===== src/rtl/vga_scene_pkg.sv =====
// Shared types and constants for the VGA scene sequencer.
package vga_scene_pkg;
    localparam int MODE_W = 3;
    localparam int SEL_W  = 3;
    localparam int X_W    = 10;

    localparam logic [3:0] BRIGHT_MAX = 4'd15;
    localparam logic [3:0] BRIGHT_MIN = 4'd0;

    typedef enum logic [1:0] {
        SHOW     = 2'd0,
        FADE_OUT = 2'd1,
        BLANK    = 2'd2,
        FADE_IN  = 2'd3
    } scene_state_t;

    typedef struct packed {
        logic [MODE_W-1:0] mode;
        logic [SEL_W-1:0]  sel;
    } scene_t;
endpackage


===== src/rtl/scene_scroll_acc.sv =====
// Modulo scroll accumulator for the title banner: x <- (x + STEP) mod WRAP per tick.
module scene_scroll_acc
    import vga_scene_pkg::*;
#(
    parameter int SCROLL_STEP = 2,
    parameter int SCROLL_WRAP = 640
) (
    input  logic           clk,
    input  logic           rst_n,
    input  logic           tick,
    input  logic           clear,
    output logic [X_W-1:0] x
);
    localparam logic [X_W:0] STEP_L = (X_W+1)'(SCROLL_STEP);
    localparam logic [X_W:0] WRAP_L = (X_W+1)'(SCROLL_WRAP);

    logic [X_W:0]   sum;
    logic [X_W-1:0] x_nxt;

    // One extra bit keeps the pre-wrap sum exact
    always_comb begin
        sum   = {1'b0, x} + STEP_L;
        x_nxt = (sum >= WRAP_L) ? X_W'(sum - WRAP_L) : X_W'(sum);
    end

    always_ff @(posedge clk) begin
        if (!rst_n)     x <= '0;
        else if (clear) x <= '0;
        else if (tick)  x <= x_nxt;
    end
endmodule


===== src/rtl/vga_scene_ctrl.sv =====
// Frame-synchronous scene sequencer: swaps scenes via fade-out, blank, fade-in.
module vga_scene_ctrl
    import vga_scene_pkg::*;
#(
    parameter int FRAMES_PER_STEP = 2,
    parameter int BLANK_FRAMES    = 4,
    parameter int SCROLL_STEP     = 2,
    parameter int SCROLL_WRAP     = 640
) (
    input  logic              clk,
    input  logic              rst_n,
    input  logic              frame_tick,
    input  logic [MODE_W-1:0] mode,
    input  logic [SEL_W-1:0]  select,
    output logic [MODE_W-1:0] scene_mode,
    output logic [SEL_W-1:0]  scene_select,
    output logic [3:0]        brightness,
    output logic [X_W-1:0]    scroll_x,
    output logic              busy
);
    localparam int CNT_MAX = (FRAMES_PER_STEP > BLANK_FRAMES) ? FRAMES_PER_STEP : BLANK_FRAMES;
    localparam int CNT_W   = $clog2(CNT_MAX + 1);
    localparam logic [CNT_W-1:0] STEP_LAST  = CNT_W'(FRAMES_PER_STEP - 1);
    localparam logic [CNT_W-1:0] BLANK_LAST = CNT_W'(BLANK_FRAMES - 1);

    scene_state_t     state, state_nxt;
    logic [CNT_W-1:0] fcnt, fcnt_nxt;
    logic [3:0]       bright_nxt;
    scene_t           req, scene;
    logic             latch, scroll_clr, scroll_adv;

    always_ff @(posedge clk) begin
        if (!rst_n) begin
            state      <= SHOW;
            fcnt       <= '0;
            brightness <= BRIGHT_MAX;
            req        <= '0;
            scene      <= '0;
            busy       <= 1'b0;
        end else begin
            state      <= state_nxt;
            fcnt       <= fcnt_nxt;
            brightness <= bright_nxt;
            req        <= '{mode: mode, sel: select};
            if (latch) scene <= req;
            busy       <= (state_nxt != SHOW);
        end
    end

    always_comb begin
        state_nxt  = state;
        fcnt_nxt   = fcnt;
        bright_nxt = brightness;
        latch      = 1'b0;
        scroll_clr = 1'b0;
        scroll_adv = 1'b0;
        if (frame_tick) begin
            case (state)
                SHOW: begin
                    scroll_adv = 1'b1;
                    bright_nxt = BRIGHT_MAX;
                    if (req != scene) begin
                        state_nxt = FADE_OUT;
                        fcnt_nxt  = '0;
                    end
                end
                FADE_OUT: begin
                    scroll_adv = 1'b1;
                    if (fcnt == STEP_LAST) begin
                        fcnt_nxt   = '0;
                        bright_nxt = brightness - 4'd1;
                        // Last step: the new scene is taken while the screen is dark
                        if (brightness == BRIGHT_MIN + 4'd1) begin
                            state_nxt  = BLANK;
                            latch      = 1'b1;
                            scroll_clr = 1'b1;
                            scroll_adv = 1'b0;
                        end
                    end else begin
                        fcnt_nxt = fcnt + 1'b1;
                    end
                end
                BLANK: begin
                    bright_nxt = BRIGHT_MIN;
                    if (fcnt == BLANK_LAST) begin
                        state_nxt = FADE_IN;
                        fcnt_nxt  = '0;
                    end else begin
                        fcnt_nxt = fcnt + 1'b1;
                    end
                end
                FADE_IN: begin
                    scroll_adv = 1'b1;
                    if (fcnt == STEP_LAST) begin
                        fcnt_nxt   = '0;
                        bright_nxt = brightness + 4'd1;
                        if (brightness == BRIGHT_MAX - 4'd1) state_nxt = SHOW;
                    end else begin
                        fcnt_nxt = fcnt + 1'b1;
                    end
                end
                default: state_nxt = SHOW;
            endcase
        end
    end

    assign scene_mode   = scene.mode;
    assign scene_select = scene.sel;

    scene_scroll_acc #(
        .SCROLL_STEP(SCROLL_STEP),
        .SCROLL_WRAP(SCROLL_WRAP)
    ) u_scroll (
        .clk  (clk),
        .rst_n(rst_n),
        .tick (scroll_adv),
        .clear(scroll_clr),
        .x    (scroll_x)
    );
endmodule


===== config.mk =====
export PLATFORM = sky130hd
export DESIGN_NAME = vga_scene_ctrl
export DESIGN_NICKNAME = d
export VERILOG_FILES = /design/src/rtl/vga_scene_pkg.sv /design/src/rtl/scene_scroll_acc.sv /design/src/rtl/vga_scene_ctrl.sv
export SDC_FILE = /design/constraint.sdc
export NUM_CORES = 1
export LEC_CHECK = 0
export CAP_MARGIN = 15
export CORE_MARGIN = 2
export CORE_UTILIZATION = 25
export DETAILED_ROUTE_END_ITERATION = 10
export PLACE_DENSITY = 0.46
export SLEW_MARGIN = 20
export SYNTH_ARGS = -nofsm -noshare
export SYNTH_HDL_FRONTEND = slang
export SYNTH_SLANG_ARGS = --single-unit
export TNS_END_PERCENT = 5

===== constraint.sdc =====
create_clock -name clk -period 4 [get_ports clk]
set_input_delay 0.8 -clock clk [delete_from_list [all_inputs] [get_ports clk]]
set_output_delay 0.8 -clock clk [all_outputs]
set_load 0.03 [all_outputs]

* After elaboration in Yosys (flattened, before gate mapping)
Index checks and enable logic that the tools add are counted.
** Word-level totals
- Flip-flop bits (word level) :: 32
- Latch bits :: 0
- Memory bits (writable) :: 0
- Memory bits (read-only) :: 0
- Bits of input ports :: 9
- Output and inout port bits :: 21
- Memories kept :: 0
** Cells by class
- Add/sub/neg operators :: 5
- $mul :: 0
- Div/mod/pow operators :: 0
- $lt $le $gt $ge :: 1
- Equality and inequality tests :: 11
- Shifts and indexed selects :: 0
- Mux-type cells :: 24
- Bitwise operators :: 1
- Reduce and logical (&&, ||, !) cells :: 7
** Operator list (number)
- 4-bit case mux with 4 select lines :: 1
- 2-bit 2-to-1 mux :: 7
- 10-bit by 2-bit adder with 11-bit output (second input constant) :: 1
- 11-bit by 10-bit >= comparator with 1-bit output (second input constant) :: 1
- 10-bit 2-to-1 mux :: 1
- 10-bit subtractor (second input constant) :: 1
- 3-bit 2-to-1 mux :: 3
- 3-bit case mux with 3 select lines :: 1
- 4-bit 2-to-1 mux :: 2
- 2-bit case mux with 4 select lines :: 1
- 1-bit 2-to-1 mux :: 7
- 2-bit != test (second input constant) :: 3
- 6-bit != test :: 1
- 2-bit OR reduction :: 3
- 4-bit by 1-bit adder with 4-bit output (second input constant) :: 1
- 2-bit == test (second input constant) :: 2
- 4-bit by 1-bit == test with 1-bit output (second input constant) :: 1
- 4-bit == test (second input constant) :: 1
- 4-bit by 1-bit subtractor with 4-bit output (second input constant) :: 1
- 3-bit by 1-bit adder with 3-bit output (second input constant) :: 1
- 3-bit by 1-bit == test with 1-bit output (second input constant) :: 1
- 3-bit by 2-bit == test with 1-bit output (second input constant) :: 1
- 3-bit AND reduction :: 1
- 2-bit by 1-bit == test with 1-bit output (second input constant) :: 1
- 5 further kinds :: 5

* Logic depth before layout (Yosys ltp)
Gate-level depths: netlist of the first run.
- Depth after elaboration :: 6
- Mapped depth :: 12

* By module
Synthesis of the first run repeated with hierarchy kept, for this count alone.
** Unflattened totals
- Cells, all modules :: 210
- Area, all modules :: 1853.0 µm²
** By module, submodules not included
- vga_scene_ctrl :: times used 1, cells an instance 132, area each 1196.1 µm², seq. area each 440.4 µm²
- scene_scroll_acc :: times used 1, cells an instance 78, area each 656.9 µm², seq. area each 180.2 µm²

* Least setup slack after synthesis of the first run
Ideal clock, no wire load.
- Path kind :: register to register
- Start :: register u_scroll.x[1]
- End :: register u_scroll.x[7]
- Arrival time :: 2.728 ns
- Data required time :: 3.928 ns
- Path slack :: 1.200 ns
- Stages on the path, launching flop included :: 12
- Clock period less this slack :: 2.800 ns
- Cells stage by stage :: dfxtp_1 > ha_1 > and3_2 > and3_2 > xor2_1 > inv_1 > ha_1 > o31ai_1 > a32oi_2 > a211o_1 > a21o_1 > a21oi_1
** Between the ends
- Word-level cells in the longest chain between the ends :: 3
** RTL lines
- start: declaration :: line scene_scroll_acc.sv:12 : output logic [X_W-1:0] x
- start signal: assignment :: line scene_scroll_acc.sv:29 : else if (tick) x <= x_nxt;
- 10-bit by 2-bit adder with 11-bit output * :: line scene_scroll_acc.sv:22 : sum = {1'b0, x} + STEP_L;
- 10-bit subtractor or 11-bit by 10-bit >= comparator with 1-bit output (tied branches) :: line scene_scroll_acc.sv:23 : x_nxt = (sum >= WRAP_L) ? X_W'(sum - WRAP_L) : X_W'(sum);
- 10-bit 2-to-1 mux * :: line scene_scroll_acc.sv:23
Mark *: on every way between the ends. The rest lies on a longest branch, timed or not.
A chain may end at the register's enable or synchronous reset.

* Worst setup path after layout of the first run
Same ends and word-level chain as after synthesis.

==> impl_metrics.toml, run 1 <==
[outcome]
status = "finished clean"

[synthesis]
synthAdderAreaFrac = 0.120
post_synth_num_cell_types = 52
synthMuxAreaShare = 0.0378
netlist_instances = 220
synth-main-ff-cell = "dfxtp_1"
synthArstFlopShare = 0
syn_nets = 247
yosysSeqAreaShare = 0.329
synth_compound_area_frac = 0.176
ys_ff_latch = 31
syn-cell-area_um2 = 1880
ys_warn_count = 0
synth_top_family_by_area = "simple AND/OR/NAND/NOR gates"
synth-edff-count = 0
synth-simple-area-share = 0.239
synth-xor-area-share = 0.0558
syn_area_per_cell_um2 = 8.57

[detailed_routing]
wl_met2_um = 1920
remaining_drc_errors = 0
via_count = 1586
wl_um = 4100
via_per_inst = 4.53
wl_met3_um = 156
met1_length_um = 1990
firstDrtPassIters = 4
drtIter0Drc = 60
highest_layer = "met4"
wl_per_cell_um = 11.7
antenna_left = 0

[worst_setup_path]
cp-start-kind = "flop"
timing.rr.end = "u_scroll.x[7]$_SDFFE_PP0P_"
arrival_ps = 3020
critPathKind = "reg -> reg"
crit_fanout = 9
ff2ff_setup_slack_ps = 1190
r2r-start = "u_scroll.x[1]$_SDFFE_PP0P_"
reg2reg_depth = 11
cp-end-kind = "flop"
worstPathRequired_ps = 4210

[floorplanning]
fp.dieH_um = 90.8
fp.dieW_um = 90.8
start_util = 0.258
core_area_um2 = 7290
io_pins = 30
rows = 31
dieArea_um2 = 8250

[global_route]
overflow = 0
grt_pass1_vias = 1459
antenna_found_initial = 0
grt_max_degree = 24
grt_usage = 0.103
grt_first_pass_wirelength_um = 6890

[finish]
mostFrequentLayoutCells = "31 x dfxtp_1, 28 x clkdlybuf4s50_1, 18 x nand2_1, 18 x ha_1, 17 x nor2_1"
n_fill_cell = 798
n_antenna_cell = 0
stdcell_count = 350
final_common_cell = "dfxtp_1"
nets = 277
area_delta_synth_final_pct = 25.9
drive_above_1_share = 0.0717

[sta]
fmax_mhz = 356
finalCriticalPeriod_ps = 2810
setup_viol_count_final = 0
min_period_over_period = 0.702
tightest_slew_ps = 697
fin_tns_setup_ps = 0
finalMaxSlewViolations = 0
finClkSkew_ps = 8.74
slew_headroom = 0.530
finalHoldViolCount = 0
rsz0062_at_grt = "no"

[power_and_ir_drop]
ir_drop_uv = 105
power_mw = 0.709
powerDensity_nw_per_um2 = 299
power_leakage_nw = 0.947

[clock_network]
path_clk_slew_ps = 70
cts.repair.resized = 0
root_buffer = "clkbuf_8"
cts_max_level = 2
clock-sinks = 31
clockBufferDepth = 2
clk_latency_ps = 280
cts-buffers-inserted = 5
cts_tree = "done"
cts_hold_buf = 0
post_cts.repair.setup_buffers = 0

[place]
dp_hpwl_um = 2980
dp.cells = 342
io_buffers = 28
gp_congestion = 0.802

[worst_hold_path]
hold_path_depth = 2
hp-class = "reg -> reg"
hold_end = "fcnt[2]$_SDFFE_PN0P_"
hp-start = "fcnt[2]$_SDFFE_PN0P_"

[flow_run]
drv_cap = 0
-- through the flow --
step / cell area (µm²) / utilization / worst slack (ps) / hold slack (ps)
3_3_place_gp: 2270 / 0.311 / 1270 / 496
6_report: 2370 / 0.325 / 1190 / 501
4_1_cts: 2370 / 0.325 / 1210 / 507
2_1_floorplan: 1880 / - / 1200 / 474
5_1_grt: 2370 / 0.325 / 989 / 536
3_5_place_dp: 2270 / 0.311 / 1210 / 499
-- per-layer routing --
layer,vias to the layer above,global-route usage
li1,832,-
met4,0,0.0341
met3,4,0.0309
met1,719,0.126
met5,-,0
met2,31,0.171
-- registers in the layout, indices dropped and copies added, names as in the netlist --
signal and cells:
u_scroll.x 9, req 6, fcnt 3, brightness 4, busy 1, scene_select 3
scene_mode 3, state 2
-- critical path, stage by stage, from the launching register on --
cell and delay [ps]:
dfxtp_1 480, ha_1 290, and3_2 260, and3_2 230, xor2_1 190, inv_1 70, ha_1 220, o31ai_1 280
a32oi_2 120, a211o_1 330, a21o_1 150, a21oi_1 130
-- report_power, final --
part	total [mW]	internal, mW	switching, mW
combinational	0.0977	0.0427	0.0550
sequential	0.335	0.320	0.0151
clock	0.276	0.156	0.120
total	0.709	0.519	0.190
-- logic make-up after synthesis --
| logic type | after synthesis |
|---|---|
| other cells | 1 |
| xor+xnor | 12 |
| fa+ha+maj | 18 |
| flops | 31 |
| simple gates | 84 |
| compound gates | 48 |
| buf+inv | 19 |
| mux | 7 |
-- worst max path at each step --
stage / from / endpoint / slack (ps)
after floorplan: u_scroll.x[1]$_SDFFE_PP0P_ / u_scroll.x[7]$_SDFFE_PP0P_ / 1200
after global placement: u_scroll.x[1]$_SDFFE_PP0P_ / u_scroll.x[7]$_SDFFE_PP0P_ / 1270
after detailed placement: u_scroll.x[1]$_SDFFE_PP0P_ / u_scroll.x[7]$_SDFFE_PP0P_ / 1210
after CTS: u_scroll.x[1]$_SDFFE_PP0P_ / u_scroll.x[7]$_SDFFE_PP0P_ / 1210
after global routing: u_scroll.x[1]$_SDFFE_PP0P_ / u_scroll.x[7]$_SDFFE_PP0P_ / 990
final: u_scroll.x[1]$_SDFFE_PP0P_ / u_scroll.x[7]$_SDFFE_PP0P_ / 1190
-- final cells by class --
| type | count | area (µm²) | share of cell area |
|---|---|---|---|
| multi-input cells | 170 | 1190 | 0.501 |
| flip-flops and latches | 31 | 621 | 0.262 |
| repair buffers | 29 | 288 | 0.121 |
| well taps | 99 | 124 | 0.0522 |
| clock buffers | 7 | 96.3 | 0.0406 |
| inverters | 13 | 48.8 | 0.0206 |
| clock inverters | 1 | 7.51 | 0.00316 |
-- synth_stat cells (2+ instances only) --
master / instances / share of area
clkbuf_1: 4 / 0.0080
nand4_1: 3 / 0.010
a31oi_1: 2 / 0.0066
and3_2: 3 / 0.012
nand2_1: 18 / 0.036
dfxtp_1: 31 / 0.33
mux2i_1: 6 / 0.032
nand2b_1: 2 / 0.0066
nand3_1: 6 / 0.016
and3_1: 2 / 0.0066
a21oi_1: 10 / 0.027
nor3_1: 3 / 0.0080
inv_1: 13 / 0.026
and2_1: 9 / 0.030
a21o_1: 3 / 0.012
o211ai_1: 2 / 0.0080
o21ai_0: 10 / 0.027
a221oi_1: 2 / 0.0093
nor2_1: 17 / 0.034
nor2b_1: 8 / 0.027
xor2_1: 8 / 0.037
or3_1: 4 / 0.013
o21ai_1: 3 / 0.0080
a21boi_0: 3 / 0.012
ha_1: 18 / 0.12
xnor2_1: 4 / 0.019
Note: power is estimated with default switching activity, not from simulation.
==> run 2: changes to the inputs <==
- clock period: 4 -> 2.61 ns (I/O delays scaled with it)
==> run 2 against run 1 <==
Fmax increased by 12%. Clock-buffer cell count unchanged. Combinational power increased by 67%. Flip-flop and latch count unchanged. Hold slack improved by 8.0 ps. Sequential share of layout area decreased by 0.82 points. Die area unchanged. Core utilization increased by 1.8 points. Setup slack got worse by 1100 ps. First-iteration DRC count decreased by 55%. Critical path type unchanged. Critical endpoint is now u_scroll.x[8]$_SDFFE_PP0P_. Largest cell class unchanged.
==> impl_metrics.toml, run 2 (same netlist as run 1, synthesis figures left out) <==
[detailed_routing]
wl_um = 4280
remaining_drc_errors = 0
via_per_inst = 4.57
drtIter0Drc = 27
antenna_left = 0
wl_per_cell_um = 11.9
via_count = 1644
wl_met2_um = 2000
met1_length_um = 2110
firstDrtPassIters = 4
wl_met3_um = 113
highest_layer = "met4"

[power_and_ir_drop]
p_sw_frac = 0.269
p_sw_mw = 0.295
p_int_mw = 0.803
seq_power_share = 0.464
power_mw = 1.10
clkPwrFrac = 0.387
powerDensity_nw_per_um2 = 439
combPwrFrac = 0.149
power_leakage_nw = 1.00
ir_drop_uv = 194

[finish]
fin_util = 0.343
largest_register_ffs = 9
reg_top3 = "u_scroll.x (9), req (6), brightness (4)"
regMostFlops = "u_scroll.x"
drive_above_1_share = 0.153
n_antenna_cell = 0
final_common_cell = "clkdlybuf4s50_1"
nets = 287
finalInstanceArea_um2 = 2500
area_delta_synth_final_pct = 32.9
mostFrequentLayoutCells = "28 x clkdlybuf4s50_1, 26 x dfxtp_1, 17 x nor2_1, 17 x nand2_1, 15 x ha_1"
stdcell_count = 360

[clock_network]
cts_max_level = 2
cts-buffers-inserted = 5
clock-sinks = 31
clk_latency_ps = 280
root_buffer = "clkbuf_8"
cts_tree = "done"
clockBufferDepth = 2
path_clk_slew_ps = 70

[sta]
min_period_over_period = 0.959
tightest_slew_ps = 765
fin_ws_ps = 106
fin_tns_setup_ps = 0
finalHoldViolCount = 0
fmax_mhz = 399
finClkSkew_ps = 10.9
holdWs_ps = 509
setup_viol_count_final = 0
slew_headroom = 0.484
finalCriticalPeriod_ps = 2500
finalMaxSlewViolations = 0

[place]
io_buffers = 28
place_area_um2 = 2310
gp_congestion = 0.761
dp_hpwl_um = 3160
post-place-ws_ps = 65.8
dp.cells = 347

[worst_setup_path]
crit_chain = "ha_2 -> and3_2 -> and3_4 -> xor2_2 -> inv_1 -> ha_4 -> inv_1 -> a32oi_2 -> nand2_1 -> or4_1 -> a31oi_1"
critPathSlowestCell = "or4_1"
cp-start-kind = "flop"
cpMostUsedCell = "inv_1"
cp-end-kind = "flop"
slowest_delay_ps = 500
arrival_ps = 2710
crit_fanout = 7
critPathKind = "reg -> reg"
worstPathRequired_ps = 2820

[floorplanning]
dieArea_um2 = 8250
fp.dieW_um = 90.8
io_pins = 30
rows = 31
core_area_um2 = 7290
fp.dieH_um = 90.8
start_util = 0.258

[global_route]
grt_usage = 0.103
grt_max_degree = 13
grt_pass1_vias = 1482
overflow = 0
grt_first_pass_wirelength_um = 6940
antenna_found_initial = 0

[worst_hold_path]
hp-class = "reg -> reg"

[outcome]
status = "finished clean"

[flow_run]
drv_cap = 0
run 2: layout make-up:
type / instances / area [µm²]
clock inverter: 1 / 6.26
multi-input combinational: 170 / 1230
sequential: 31 / 634
fill: 794 / 4790
inverter: 13 / 48.8
clock buffer: 7 / 96.3
timing repair buffer: 39 / 363
tap: 99 / 124
run 2: what timing repair did:
| action | 4_1_cts | 5_1_grt |
|---|---|---|
| setup endpoints to repair | 0 | 2 |
| resized for setup | 0 | 13 |
| hold buffers | 0 | 0 |
| buffers inserted | 0 | 5 |
run 2: layer usage:
| metal | vias up | GRT usage |
|---|---|---|
| li1 | 849 | - |
| met1 | 769 | 0.131 |
| met2 | 22 | 0.167 |
| met3 | 4 | 0.0259 |
| met4 | 0 | 0.0429 |
| met5 | - | 0 |
run 2: power by group through the flow:
| stage | sequential [mW] | clock (mW) | combinational, mW |
|---|---|---|---|
| 5_1_grt | 0.513 | 0.464 | 0.178 |
| 2_1_floorplan | 0.539 | 0 | 0.0798 |
| 3_5_place_dp | 0.525 | 0 | 0.153 |
| 4_1_cts | 0.514 | 0.440 | 0.154 |
| 6_report | 0.510 | 0.425 | 0.163 |
| 3_3_place_gp | 0.525 | 0 | 0.153 |
run 2: critical path: cells and delay by family (launching register included):
kind                     cells  cell delay (ps)
flip-flops                   1              360
XOR/XNOR                     1              150
AO/OA/AOI/OAI                2              430
AND/OR/NAND/NOR              4             1020
adder cells (fa/ha/maj)      2              330
buffers and inverters        2              150
run 2: path summary, 6_finish.rpt:
path,start,to,slack (ps),depth (start not counted)
setup / recovery,u_scroll.x[1]$_SDFFE_PP0P_,u_scroll.x[8]$_SDFFE_PP0P_,110,11
hold reg to reg,fcnt[1]$_SDFFE_PN0P_,fcnt[1]$_SDFFE_PN0P_,510,2
hold / removal,fcnt[1]$_SDFFE_PN0P_,fcnt[1]$_SDFFE_PN0P_,510,2
setup reg to reg,u_scroll.x[1]$_SDFFE_PP0P_,u_scroll.x[8]$_SDFFE_PP0P_,110,11
==> patch 1: new RTL, settings of run 2 <==
Re-encode `scene_state_t` (4 states) as one-hot, 4 bits wide.
--- a/src/rtl/vga_scene_pkg.sv
+++ b/src/rtl/vga_scene_pkg.sv
@@ -8,9 +8,9 @@
     localparam logic [3:0] BRIGHT_MIN = 4'd0;
 
-    typedef enum logic [1:0] {
-        SHOW     = 2'd0,
-        FADE_OUT = 2'd1,
-        BLANK    = 2'd2,
-        FADE_IN  = 2'd3
+    typedef enum logic [3:0] {
+        SHOW     = 4'b0001,
+        FADE_OUT = 4'b0010,
+        BLANK    = 4'b0100,
+        FADE_IN  = 4'b1000
     } scene_state_t;
 
Formal check against the unedited RTL: same outputs for any inputs over 10 cycles, from zero or initial values and one cycle with rst_n low; not proved beyond that.
==> patch 1 against run 2 <==
Maximum frequency increased by 5.6%. Wire length increased by 17%. Critical path type unchanged. Count of clock-buffer cells in the layout decreased by 2. Critical endpoint unchanged. Power increased by 12%. Sequential cell count increased by 2. Final area increased by 4.6%. Setup slack improved by 130 ps. Area after synthesis increased by 11%. Critical path depth unchanged.
==> patch 1: results (changes against run 2) <==
stage;metric;value;unit;change
global_routing;gr usage total;11.8;%;+1.5 points
status;outcome;finished clean;;
global_routing;vias in the first global route;1729;;+17%
cells_and_area;share of layout cells above drive strength 1;13.9;%;-1.4 points
yosys;sequential area share after synthesis;31.7;%;-1.3 points
yosys;Compound-Gate Fraction of Synth Area;17.4;%;-0.21 points
route;DR vias;1833;;+11%
cells_and_area;Largest regs;u_scroll.x x9, req x6;;
global_routing;pin count of the biggest net entering global routing;26;;+13
pwr;Peak VDD IR;0.184;mV;-5.2%
yosys;Unique masters post-synth;57;;+9.6%
setup_path;worst path arrival time;2580;ps;-130 ps
route;number of DRC markers in iteration 0;43;;+59%
yosys;post-synth net total;265;;+7.3%
clock_tree;clock tree sinks;33;;+6.5%
place;hpwl dp;3790;um;+20%
yosys;top cells by area, synth;dfxtp_1 32%, ha_1 7.2%, xnor2_1 4.2%, nand3_1 3.8%, nand2_1 3.4%;;
pwr;leak pwr;0.994;nW;-1.1%
yosys;Adder-Cell Fraction of Synth Area;7.19;%;-4.8 points
cells_and_area;NumNets Final;301;;+4.9%
clock_tree;cts bufs inserted;5;;unchanged
route;Routed WL;5010;um;+17%
place;GP Congestion;0.894;;+18%
sta;tightest slew margin relative to the limit;59.2;%;+11 points
yosys;Commonest cells post-synth;33 x dfxtp_1, 19 x nand2_1, 18 x nor2_1;;
patch 1: changes by cell type in the layout (fill, tap and decap cells not counted), sizes merged, moves of 4 or more:
cell	run 2	this run
ha	18	12
nor2b	8	4
buf	11	17
nand3	6	16
o22ai	1	5
xnor2	4	10
a21oi	10	6
inv	14	10
patch 1: through the flow:
| step | hold slack (ps) | cells | area [sq um] | utilization, % | setup slack (ps) |
|---|---|---|---|---|---|
| final | 492 | 386 | 2620 | 32.2 | 240 |
| after global routing | 511 | 386 | 2620 | 32.2 | 56.2 |
| after CTS | 496 | 386 | 2620 | 32.2 | 60.8 |
| after detailed placement | 480 | 378 | 2500 | 30.8 | 86.9 |
| after global placement | 476 | 378 | 2500 | 30.8 | 152 |
| after floorplan | 464 | 244 | 2090 | - | 15.1 |
patch 1: area by class of cell:
type                            count  area (sq um)
Clock buffer                        5          68.8
Tap cell                          105           131
Timing Repair Buffer               45           408
Fill cell                         847          5520
Inverter                           10          37.5
Multi-Input combinational cell    185          1260
Clock inverter                      3          46.3
Sequential cell                    33           662
patch 1: path summary, 6_finish.rpt:
path | cells past startpoint | slack [ps] | endpoint | start
setup reg to reg | 11 | 240 | u_scroll.x[8] | u_scroll.x[2]
hold / removal | 2 | 490 | scene_mode[0] | req[3]
setup / recovery | 11 | 240 | u_scroll.x[8] | u_scroll.x[2]
hold reg to reg | 2 | 490 | scene_mode[0] | req[3]
patch 1: layer usage:
layer	vias to the layer above	share of wire, %	global-route usage (%)
li1	931	-	-
met1	867	47	15.5
met2	29	48	18.9
met3	6	4.0	2.77
met4	0	1.2	4.23
met5	-	0	0
patch 1: cell families after synthesis:
group,count (synthesis)
flops,33
fa+ha+maj,12
xor+xnor,17
simple gates,99
other cells,1
buf+inv,26
mux,4
compound gates,52
patch 1: power groups by stage:
stage	clock (mW)	combinational, mW	sequential [mW]
2_1_floorplan	0	0.116	0.570
3_3_place_gp	0	0.191	0.554
3_5_place_dp	0	0.189	0.554
4_1_cts	0.507	0.190	0.542
5_1_grt	0.525	0.210	0.545
6_report	0.493	0.189	0.543
patch 1: worst max-delay path, stage by stage, from the launching register on:
cell,delay (ps)
dfxtp_2,390
ha_1,170
and3_1,170
nand3_1,140
xnor2_1,210
ha_1,200
nand4bb_1,100
o22a_1,210
o21ai_1,250
and4_1,230
a31oi_1,40
a31oi_1,170
==> patch 2: new RTL, settings of run 2 <==
Made on the original files. The parameter `BLANK_FRAMES` goes from 4 to 8.
--- a/src/rtl/vga_scene_ctrl.sv
+++ b/src/rtl/vga_scene_ctrl.sv
@@ -4,5 +4,5 @@
 #(
     parameter int FRAMES_PER_STEP = 2,
-    parameter int BLANK_FRAMES    = 4,
+    parameter int BLANK_FRAMES    = 8,
     parameter int SCROLL_STEP     = 2,
     parameter int SCROLL_WRAP     = 640
Function: same outputs for any inputs over 10 cycles, from zero or initial values and one cycle with rst_n low; that may be too few to reach the edited logic, so the function may still have changed.
==> patch 2 against run 2 <==
Worst hold slack got worse by 11 ps. Combinational power increased by 6%. Sequential cell count increased by 1. Setup slack got worse by 38 ps. Cell count increased by 0.28%. Sequential power increased by 3%. Power increased by 9.3%. Wire length increased by 6.8%. Final area increased by 4.0%. Area after synthesis increased by 2.9%. Clock power increased by 19%. Via count increased by 1.9%. Critical endpoint is now u_scroll.x[7]. Largest power group unchanged.
==> patch 2: results (changes against run 2) <==
stage;metric;value;unit;change
place;dpl cells;352;;+1.4%
status;outcome;finished clean;;
place;hpwl dp;3430;um;+8.6%
global_routing;gr usage total;11.5;%;+1.2 points
setup_path;CP max stage cell;or4_4;;
pwr;Design Power;1.20;mW;+9.3%
global_routing;vias in the first global route;1608;;+8.5%
route;number of DRC markers in iteration 0;32;;+19%
pwr;sequential power;524;uW;+3%
clock_tree;Clk Latency, worst-skew pair;300;ps;+20 ps
cells_and_area;fillcell total;819;;+3.1%
clock_tree;clock tree sinks;32;;+3.2%
route;post-DR wirelength/cell;12.7;um;+6.5%
pwr;Peak VDD IR;0.215;mV;+11%
pwr;power share of the combinational group;14.3;%;-0.6 points
place;GP Congestion;0.841;;+11%
cells_and_area;clock buf count;5;;-2
yosys;Unique masters post-synth;61;;+17%
setup_path;Slowest Stage Delay on Critical Path;430;ps;-70 ps
setup_path;worst path arrival time;2720;ps;about the same
cells_and_area;signal buffers share of area;15.4;%;+0.88 points
setup_path;FF-to-FF End;u_scroll.x[7];;
setup_path;FF-to-FF setup slack;70;ps;-40 ps
place;DP Worst Slack;26.6;ps;-39.2 ps
yosys;top cells by area, synth;dfxtp_1 33%, ha_1 9.0%, xnor2_1 3.2%, xor2_1 3.2%, mux2i_1 3.1%;;
place;Placed Area;2450;sq um;+5.7%
route;Routed WL;4570;um;+6.8%
setup_path;critical-path maximum fanout;4;;-3
global_routing;global-route wire length before repair;7810;um;+13%
cells_and_area;fraction of area in multi-input gates;49.0;%;-0.16 points
cells_and_area;Largest regs;u_scroll.x x9, req x6;;
die;TAP cells;102;;+3.0%
global_routing;pin count of the biggest net entering global routing;14;;+1
sta;Min Clock Period, post-route;2540;ps;+37.8 ps
yosys;sequential area share after synthesis;33.0;%;+0.097 points
sta;final hold slack;498;ps;-11.2 ps
[patch 2: cell count changes after synthesis, moves of 4 or more]
cell      change
a21boi_1      +4
ha_1          -4
inv_1         -5
nand2_1       -6
[patch 2: cell families (layout without fill, tap and decap cells)]
| logic type | after synthesis | in the layout | synth area share (%) |
|---|---|---|---|
| buffers and inverters | 15 | 61 | 3.87 |
| and+or+nand+nor | 82 | 82 | 26.1 |
| other | 1 | 1 | 0.193 |
| AOI/OAI and AO/OA | 48 | 48 | 17.6 |
| DFF | 32 | 32 | 33.0 |
| xor gates and xnor gates | 14 | 14 | 6.32 |
| muxes | 7 | 7 | 3.87 |
| adders and majority gates | 14 | 14 | 9.03 |
[patch 2: layer usage]
layer,part of all wire [%],global-route usage (%)
met5,0,0
met1,46,14.4
met2,48,19.1
met4,1.7,4.48
met3,4.6,2.79
[patch 2: what timing repair did]
item / CTS / global route
buffers inserted: 0 / 1
hold buffers: 0 / 0
gates resized for setup: 0 / 7
setup endpoints to repair: 0 / 2
